==> src/rtl/fp_rsp_arbiter_if.sv <==
// Response bus between the FP unit result streams and the FPU writeback port.
// slave  : arbiter side (consumes unit responses, produces the merged stream)
// master : producer/consumer side (FP units and the writeback stage)
//   valid_in/tag_in/data_in : per-unit response, ready_in : per-unit accept
//   valid_out/tag_out/result/sel_out : merged head response, ready_out : downstream accept
interface fp_rsp_arbiter_if #(
    parameter int unsigned NUM_INPUTS = 4,
    parameter int unsigned TAGW       = 1,
    parameter int unsigned LANES      = 1
);
    localparam int unsigned SELW = (NUM_INPUTS > 1) ? $clog2(NUM_INPUTS) : 1;

    logic [NUM_INPUTS-1:0]          valid_in;
    logic [NUM_INPUTS-1:0]          ready_in;
    logic [NUM_INPUTS*TAGW-1:0]     tag_in;
    logic [NUM_INPUTS*LANES*32-1:0] data_in;
    logic                           valid_out;
    logic                           ready_out;
    logic [TAGW-1:0]                tag_out;
    logic [LANES*32-1:0]            result;
    logic [SELW-1:0]                sel_out;

    modport slave (
        input  valid_in, tag_in, data_in, ready_out,
        output ready_in, valid_out, tag_out, result, sel_out
    );

    modport master (
        output valid_in, tag_in, data_in, ready_out,
        input  ready_in, valid_out, tag_out, result, sel_out
    );
endinterface

==> src/rtl/fp_rsp_arbiter.sv <==
// Round-robin merge of FP unit response streams into one writeback port,
// followed by a 2-entry elastic buffer for full throughput.
// Ports:
//   clk   : clock
//   reset : asynchronous, active-high reset
//   rsp   : fp_rsp_arbiter_if.slave (unit inputs, merged output, handshakes)
module fp_rsp_arbiter #(
    parameter int unsigned NUM_INPUTS = 4,
    parameter int unsigned TAGW       = 1,
    parameter int unsigned LANES      = 1,
    localparam int unsigned SELW      = (NUM_INPUTS > 1) ? $clog2(NUM_INPUTS) : 1
) (
    input logic               clk,
    input logic               reset,
    fp_rsp_arbiter_if.slave   rsp
);
    localparam int unsigned DW = LANES * 32;

    // Candidate index k steps after base, wrapping modulo NUM_INPUTS.
    function automatic logic [SELW-1:0] wrap_idx(input logic [SELW-1:0] base,
                                                 input int unsigned k);
        return SELW'((32'(base) + k) % NUM_INPUTS);
    endfunction

    logic [SELW-1:0]       last_grant_q, last_grant_d;
    logic [SELW-1:0]       grant_idx;
    logic                  grant_any;
    logic [NUM_INPUTS-1:0] grant;

    logic [1:0]            count_q, count_d;
    logic                  head_q, head_d;
    logic                  tail_q, tail_d;
    logic [SELW-1:0]       sel_q  [2];
    logic [TAGW-1:0]       tag_q  [2];
    logic [DW-1:0]         data_q [2];

    logic                  can_push;
    logic                  push;
    logic                  pop;
    logic [TAGW-1:0]       push_tag;
    logic [DW-1:0]         push_data;

    // Search starts one past the last winner so every requester is served in turn.
    always_comb begin
        grant_any = 1'b0;
        grant_idx = '0;
        for (int unsigned k = 1; k <= NUM_INPUTS; k++) begin
            if (!grant_any && rsp.valid_in[wrap_idx(last_grant_q, k)]) begin
                grant_any = 1'b1;
                grant_idx = wrap_idx(last_grant_q, k);
            end
        end
        grant            = '0;
        grant[grant_idx] = grant_any;
    end

    // Full blocks pushes even when a pop happens in the same cycle, which keeps
    // ready_in independent of ready_out.
    assign can_push  = (count_q != 2'd2);
    assign push      = grant_any & can_push;
    assign pop       = (count_q != 2'd0) & rsp.ready_out;
    assign push_tag  = rsp.tag_in[32'(grant_idx) * TAGW +: TAGW];
    assign push_data = rsp.data_in[32'(grant_idx) * DW +: DW];

    assign rsp.ready_in  = grant & {NUM_INPUTS{can_push}};
    assign rsp.valid_out = (count_q != 2'd0);
    assign rsp.tag_out   = tag_q[head_q];
    assign rsp.result    = data_q[head_q];
    assign rsp.sel_out   = sel_q[head_q];

    always_comb begin
        count_d      = count_q;
        head_d       = head_q;
        tail_d       = tail_q;
        last_grant_d = last_grant_q;
        if (push) begin
            tail_d       = ~tail_q;
            last_grant_d = grant_idx;
        end
        if (pop) begin
            head_d = ~head_q;
        end
        case ({push, pop})
            2'b10:   count_d = count_q + 2'd1;
            2'b01:   count_d = count_q - 2'd1;
            default: count_d = count_q;
        endcase
    end

    always_ff @(posedge clk or posedge reset) begin
        if (reset) begin
            count_q      <= 2'd0;
            head_q       <= 1'b0;
            tail_q       <= 1'b0;
            last_grant_q <= SELW'(NUM_INPUTS - 1);
            for (int i = 0; i < 2; i++) begin
                sel_q[i]  <= '0;
                tag_q[i]  <= '0;
                data_q[i] <= '0;
            end
        end else begin
            count_q      <= count_d;
            head_q       <= head_d;
            tail_q       <= tail_d;
            last_grant_q <= last_grant_d;
            if (push) begin
                sel_q[tail_q]  <= grant_idx;
                tag_q[tail_q]  <= push_tag;
                data_q[tail_q] <= push_data;
            end
        end
    end
endmodule

==> src/flat_wrapper.sv <==
// flat-port wrapper written by rule: the top's interface ports become plain ports
module fp_rsp_arbiter_flat 
#(
    parameter int unsigned NUM_INPUTS = 4,
    parameter int unsigned TAGW       = 1,
    parameter int unsigned LANES      = 1,
    localparam int unsigned SELW      = (NUM_INPUTS > 1) ? $clog2(NUM_INPUTS) : 1
)
  (clk, reset, rsp_valid_in, rsp_tag_in, rsp_data_in, rsp_ready_out, rsp_ready_in, rsp_valid_out, rsp_tag_out, rsp_result, rsp_sel_out);
  fp_rsp_arbiter_if #(.NUM_INPUTS(NUM_INPUTS), .TAGW(TAGW), .LANES(LANES)) rsp_i ();
  input logic clk;
  input logic reset;
  input wire logic [$bits(rsp_i.valid_in)-1:0] rsp_valid_in;
  input wire logic [$bits(rsp_i.tag_in)-1:0] rsp_tag_in;
  input wire logic [$bits(rsp_i.data_in)-1:0] rsp_data_in;
  input wire logic [$bits(rsp_i.ready_out)-1:0] rsp_ready_out;
  output wire logic [$bits(rsp_i.ready_in)-1:0] rsp_ready_in;
  output wire logic [$bits(rsp_i.valid_out)-1:0] rsp_valid_out;
  output wire logic [$bits(rsp_i.tag_out)-1:0] rsp_tag_out;
  output wire logic [$bits(rsp_i.result)-1:0] rsp_result;
  output wire logic [$bits(rsp_i.sel_out)-1:0] rsp_sel_out;
  assign rsp_i.valid_in = rsp_valid_in;
  assign rsp_i.tag_in = rsp_tag_in;
  assign rsp_i.data_in = rsp_data_in;
  assign rsp_i.ready_out = rsp_ready_out;
  assign rsp_ready_in = rsp_i.ready_in;
  assign rsp_valid_out = rsp_i.valid_out;
  assign rsp_tag_out = rsp_i.tag_out;
  assign rsp_result = rsp_i.result;
  assign rsp_sel_out = rsp_i.sel_out;
  fp_rsp_arbiter #(.NUM_INPUTS(NUM_INPUTS), .TAGW(TAGW), .LANES(LANES)) u_core (.clk(clk), .reset(reset), .rsp(rsp_i));
endmodule
==> config.mk <==
export PLATFORM = sky130hd
export DESIGN_NAME = fp_rsp_arbiter_flat
export DESIGN_NICKNAME = d
export VERILOG_FILES = /design/src/rtl/fp_rsp_arbiter_if.sv /design/src/rtl/fp_rsp_arbiter.sv /design/src/flat_wrapper.sv
export SDC_FILE = /design/constraint.sdc
export NUM_CORES = 1
export LEC_CHECK = 0
export BUFFER_PORTS_ARGS = -buffer_cell sky130_fd_sc_hd__buf_2
export CAP_MARGIN = 20
export CORE_ASPECT_RATIO = 1.2
export CORE_MARGIN = 2
export CORE_UTILIZATION = 54
export CTS_BUF_LIST = sky130_fd_sc_hd__clkbuf_16
export DETAILED_ROUTE_END_ITERATION = 8
export GPL_TIMING_DRIVEN = 0
export PLACE_DENSITY = 0.92
export REMOVE_ABC_BUFFERS = 1
export SYNTH_ARGS = -nofsm -noshare
export SYNTH_HDL_FRONTEND = slang
export SYNTH_SLANG_ARGS = --single-unit
==> constraint.sdc <==
create_clock -name clk -period 3.7 [get_ports clk]
set_clock_uncertainty 0.05 [all_clocks]
set_input_delay 0.555 -clock clk [delete_from_list [all_inputs] [get_ports clk]]
set_output_delay 0.555 -clock clk [all_outputs]
set_load 0.005 [all_outputs]
==> results of run 1 <==
stage by stage:
stage                     total power [W]  utilization  hold slack (ps)  setup TNS (ps)  area, um2
final                             0.00556        0.715              364               0       6090
after global routing              0.00582        0.715              444               0       6090
after CTS                         0.00550        0.715              413               0       6090
after detailed placement          0.00464        0.682              410               0       5810
after global placement            0.00433        0.649              405         -111510       5530
after floorplan                   0.00344            -              391          -19370       4490
path summary, 6_finish.rpt:
| check | slack, ps | endpoint | depth (start not counted) |
|---|---|---|---|
| min in group clk | 420 | u_core.sel_q[3] | 2 |
| max | 280 | rsp_ready_in[1] | 6 |
| max reg2reg | 510 | u_core.data_q[47] | 6 |
| min | 360 | u_core.data_q[35] | 2 |
| min reg2reg | 420 | u_core.sel_q[3] | 2 |
| max in group asynchronous | 2540 | u_core.head_q | 2 |
area by class of cell:
cell class / count / area, um2
well taps: 117 / 146
repair buffers: 186 / 1110
multi-input cells: 320 / 2640
clock inverters: 7 / 52.6
inverters: 2 / 10.0
clock buffers: 9 / 225
flip-flops and latches: 76 / 1910
fillers: 642 / 2430
cell usage after synthesis, drive strengths merged:
| cell type | n |
|---|---|
| and2b | 1 |
| o31ai | 33 |
| nand2b | 2 |
| nand3 | 2 |
| a221o | 66 |
| dfstp | 2 |
| o21a | 2 |
| nor4 | 1 |
| ha | 1 |
| xor2 | 2 |
| nand2 | 13 |
| inv | 2 |
| o22a | 1 |
| nand3b | 1 |
| and2 | 2 |
| or3b | 1 |
| clkbuf | 34 |
| nor3b | 1 |
| buf | 15 |
| xnor2 | 2 |
| a21oi | 67 |
| mux2 | 68 |
| nor2b | 2 |
| nor3 | 3 |
| o21ai | 5 |
| nor2 | 8 |
| or3 | 1 |
| or2 | 1 |
| a21o | 1 |
| nand4 | 33 |
| dfrtp | 74 |
critical path, stage by stage (launching register included):
cell     delay [ps]
dfstp_2         550
and2b_1         240
o21a_2          540
nor3_4          680
buf_16          240
nor3_1           60
buf_2           130
sequential cells by signal (all words and copies together), names as in the netlist:
register	count
u_core.sel_q	4
u_core.data_q	64
u_core.tail_q	1
u_core.count_q	2
u_core.tag_q	2
u_core.last_grant_q	2
u_core.head_q	1
power by group through the flow:
stage	registers, W	logic (W)	clock network [W]
6_report	0.00161	0.00312	0.000836
5_1_grt	0.00163	0.00331	0.000880
4_1_cts	0.00159	0.00307	0.000839
3_5_place_dp	0.00159	0.00305	0
3_3_place_gp	0.00155	0.00278	0
2_1_floorplan	0.00148	0.00196	0
routing by layer:
metal / global-route usage / part of all wire / vias up / wire length [um]
li1: - / - / 2103 / -
met1: 0.381 / 0.36 / 2343 / 5790
met2: 0.552 / 0.51 / 383 / 8200
met3: 0.0800 / 0.091 / 63 / 1470
met4: 0.210 / 0.041 / 0 / 669
met5: 0 / 0 / - / 0
logic make-up (layout without fill, tap and decap cells):
logic type / after synthesis / in the layout / synth area share
AND/OR/NAND/NOR: 72 / 72 / 0.0856
buffers and inverters: 51 / 204 / 0.0484
adder cells (fa/ha/maj): 1 / 1 / 0.00266
XOR/XNOR: 4 / 4 / 0.00744
flip-flops: 76 / 76 / 0.404
AO/OA/AOI/OAI: 175 / 175 / 0.277
multiplexers: 68 / 68 / 0.175
==> results.sh, run 1 <==
export IMPL_status="complete, no violations"
export IMPL_clk_pin_slew_worst_paths_ps=60
export IMPL_worst_pin_slew_ps=978
export IMPL_port_buffers=178
export IMPL_track_usage=0.335
export IMPL_drtPass1Iterations=7
export IMPL_cts_tree="done"
export IMPL_first_iter_violations=535
export IMPL_cts_num_sinks=76
export IMPL_holdCritPathClass="in -> async"
export IMPL_place_gp_congestion=0.820
export IMPL_required_ps=3090
export IMPL_ctsResizeCount=0
export IMPL_clk_latency_ps=340
export IMPL_worstSetupPathType="reg -> out"
export IMPL_power_density_mw_per_mm2=914
export IMPL_routedWlPerCell_um=22.5
export IMPL_end_kind="primary output"
export IMPL_synthTopCellsByArea="dfrtp_1 39%, a221o_1 14%, mux2_2 13%, a21oi_1 7.0%, o31ai_1 5.3%"
export IMPL_pre_cts_slack_ps=188
export IMPL_vias_per_cell=6.82
export IMPL_p_int_w=0.00330
export IMPL_grt_pass1_vias=5121
export IMPL_cts_buffers=9
export IMPL_placedCellCount=701
export IMPL_antenna_left=0
export IMPL_ctsRootBufferMaster="clkbuf_16"
export IMPL_via_count=4892
export IMPL_yosysTopAreaCellShare=0.393
export IMPL_nNetsFinal=735
export IMPL_p_seq_frac=0.289
export IMPL_synth_top_area_cell="dfrtp_1"
export IMPL_seq_area_frac_synth=0.404
export IMPL_drive_gt1_frac=0.465
export IMPL_post_route_period_util=0.924
export IMPL_drc=0
export IMPL_mostFrequentLayoutCell="buf_2"
export IMPL_ioPinCount=179
export IMPL_ys_ff_latch=76
export IMPL_fp_row_count=37
export IMPL_switchingPower_w=0.00226
export IMPL_postSynthAreaPerCell_um2=10.5
export IMPL_crit_fanout=34
export IMPL_max_slew_margin=0.346
export IMPL_areaGrowthSynthToFinish_pct=29.3
export IMPL_ys_warn_count=0
export IMPL_core_area_mm2=0.00852
export IMPL_grt_max_degree=77
export IMPL_peakVddDrop_mv=0.942
export IMPL_p_comb_frac=0.561
export IMPL_p_clk_frac=0.150
export IMPL_fin_ws_ps=280
export IMPL_ctsLongestPathBuffers=2
export IMPL_period_minus_slack_ps=3420
export IMPL_layout_common_cells="178 x buf_2, 73 x dfrtp_1, 66 x a21oi_1, 66 x a221o_1, 53 x mux2_2"
export IMPL_hpwl_mm=10.3
export IMPL_netlist_area_mm2=0.00471
export IMPL_grt_setup_unrepaired="false"
export IMPL_start_kind="flip-flop"
export IMPL_synth_distinct_cells=38
export IMPL_leakage_nw=2.87
export IMPL_setup_viol=0
export IMPL_finalHoldViolations=0
export IMPL_n_antenna_cell=0
export IMPL_start_util=0.553
export IMPL_maxCapViolCount=0
export IMPL_die_area_mm2=0.00948
export IMPL_grt_pass1_wl_mm=24.2
export IMPL_cts_hold_buffers=0
export IMPL_wl_mm=16.1
export IMPL_overflow=0
export IMPL_fmax_mhz=292
export IMPL_final_cells=717
export IMPL_antenna_found_initial=0
export IMPL_slew_viol_final=0
export IMPL_swShare=0.407
export IMPL_die_x_um=89.2
export IMPL_critPathLaunch="u_core.last_grant_q[0]"
export IMPL_die_h_um=106
export IMPL_critPathArrivalTime_ps=2810
export IMPL_postCtsSetupBuffers=0
export IMPL_r2r_start="u_core.last_grant_q[0]"
export IMPL_syn_inst=447
export IMPL_htreeDepth=3
(Power assumes the default switching activity.)
==> run 2, diff against run 1 <==
--- a/config.mk
+++ b/config.mk
@@ -13,7 +13,7 @@
 export CTS_BUF_LIST = sky130_fd_sc_hd__clkbuf_16
 export DETAILED_ROUTE_END_ITERATION = 8
 export GPL_TIMING_DRIVEN = 0
-export PLACE_DENSITY = 0.92
+export PLACE_DENSITY = 0.86
 export REMOVE_ABC_BUFFERS = 1
 export SYNTH_ARGS = -nofsm -noshare
 export SYNTH_HDL_FRONTEND = slang
==> results.sh, run 2 (synthesis results as in run 1) <==
export IMPL_vias_per_cell=6.74
export IMPL_status="complete, no violations"
export IMPL_peakVddDrop_mv=0.795
export IMPL_n_antenna_cell=0
export IMPL_maxCapViolCount=0
export IMPL_end_kind="flip-flop"
export IMPL_max_slew_margin=0.296
export IMPL_cts_buffers=9
export IMPL_pre_cts_slack_ps=156
export IMPL_critPathArrivalTime_ps=3450
export IMPL_fp_row_count=37
export IMPL_drc=0
export IMPL_top_regs="u_core.data_q (64), u_core.sel_q (4)"
export IMPL_ctsResizeCount=0
export IMPL_core_area_mm2=0.00852
export IMPL_wl_mm=14.9
export IMPL_areaGrowthSynthToFinish_pct=28.5
export IMPL_largest_register_ff_count=64
export IMPL_num_fill_cells=686
export IMPL_grt_max_degree=77
export IMPL_place_gp_congestion=0.859
export IMPL_grt_pass1_vias=4804
export IMPL_grt_pass1_wl_mm=22.6
export IMPL_crit_fanout=39
export IMPL_ctsLongestPathBuffers=2
export IMPL_fmax_mhz=303
export IMPL_track_usage=0.304
export IMPL_start_util=0.553
export IMPL_die_x_um=89.2
export IMPL_clk_pin_slew_worst_paths_ps=60
export IMPL_start_kind="input port"
export IMPL_first_iter_violations=443
export IMPL_nNetsFinal=733
export IMPL_die_h_um=106
export IMPL_leakage_nw=2.84
export IMPL_antenna_left=0
export IMPL_post_route_period_util=0.891
export IMPL_reg2reg_slack_ps=560
export IMPL_holdCritPathClass="in -> async"
export IMPL_cts_num_sinks=76
export IMPL_clk_latency_ps=320
export IMPL_period_minus_slack_ps=3300
export IMPL_worstSetupPathType="in -> reg"
export IMPL_mostFrequentLayoutCell="buf_2"
export IMPL_die_area_mm2=0.00948
export IMPL_ctsRootBufferMaster="clkbuf_16"
export IMPL_fin_ws_ps=404
export IMPL_port_buffers=178
export IMPL_drive_gt1_frac=0.468
export IMPL_multi_input_area_mm2=0.00264
export IMPL_whs_ps=377
export IMPL_antenna_found_initial=0
export IMPL_regMostFlops="u_core.data_q"
export IMPL_routedWlPerCell_um=20.9
export IMPL_htreeDepth=3
export IMPL_hpwl_mm=9.38
export IMPL_max_stage_delay_ps=840
export IMPL_regArea_mm2=0.00191
export IMPL_drtPass1Iterations=7
export IMPL_worst_pin_slew_ps=1050
export IMPL_slew_viol_final=0
export IMPL_power_density_mw_per_mm2=916
export IMPL_cts_tree="done"
export IMPL_overflow=0
export IMPL_setup_viol=0
export IMPL_cts_hold_buffers=0
export IMPL_slowest_stage="or3_2"
export IMPL_required_ps=3850
export IMPL_crit_family="simple AND/OR/NAND/NOR gates"
export IMPL_worstPathCellList="buf_2 > nor4_1 > or3_2 > nand3b_1 > buf_16 > a21oi_1 > a221o_1"
export IMPL_via_count=4819
export IMPL_postCtsSetupBuffers=0
export IMPL_path_buf_inv=2
export IMPL_finalHoldViolations=0
export IMPL_grt_setup_unrepaired="false"
export IMPL_fin_setup_tns_ps=0
export IMPL_ioPinCount=179
export IMPL_layout_common_cells="178 x buf_2, 73 x dfrtp_1, 66 x a21oi_1, 66 x a221o_1, 53 x mux2_2"
-- run 2: cell count changes in the layout (fill, tap and decap cells not counted), sizes merged --
cell,previous run,this run
bufinv,1,2
clkinvlp,0,1
inv,6,4
buf,186,184
-- run 2: final timing paths --
check                             startpoint  depth (start not counted)                 to
max                          rsp_valid_in[3]                          7  u_core.data_q[50]
max in group asynchronous              reset                          2      u_core.head_q
min                                    reset                          2  u_core.data_q[51]
max reg2reg                u_core.count_q[1]                          6  u_core.data_q[50]
min in group clk             u_core.sel_q[0]                          2    u_core.sel_q[0]
min reg2reg                  u_core.sel_q[0]                          2    u_core.sel_q[0]
-- run 2: area by class of cell --
cell class / count / share of cell area
Timing Repair Buffer: 184 / 0.172
Clock buffer: 9 / 0.0372
Multi-Input combinational cell: 320 / 0.436
Tap cell: 117 / 0.0242
Inverter: 2 / 0.00165
Clock inverter: 7 / 0.0139
Sequential cell: 76 / 0.315
-- run 2: routing by layer --
| metal | wire, um | global-route usage | vias up |
|---|---|---|---|
| li1 | - | - | 2093 |
| met1 | 5640 | 0.390 | 2350 |
| met2 | 7620 | 0.497 | 332 |
| met3 | 1280 | 0.0349 | 44 |
| met4 | 374 | 0.156 | 0 |
| met5 | 0 | 0 | - |
-- run 2: power by group --
| part | leakage, nW | switching [W] | total (W) | internal (W) |
|---|---|---|---|---|
| logic | 1.76 | 0.00155 | 0.00304 | 0.00149 |
| registers | 0.934 | 0.000327 | 0.00159 | 0.00127 |
| clock network | 0.155 | 0.000326 | 0.000908 | 0.000582 |
-- run 2: metrics by stage --
step	util	power (W)	cell area [um2]	std cells
6_report	0.710	0.00554	6050	715
3_5_place_dp	0.674	0.00457	5740	699
2_1_floorplan	-	0.00344	4490	398
4_1_cts	0.710	0.00549	6050	715
3_3_place_gp	0.649	0.00434	5530	693
5_1_grt	0.710	0.00582	6050	715
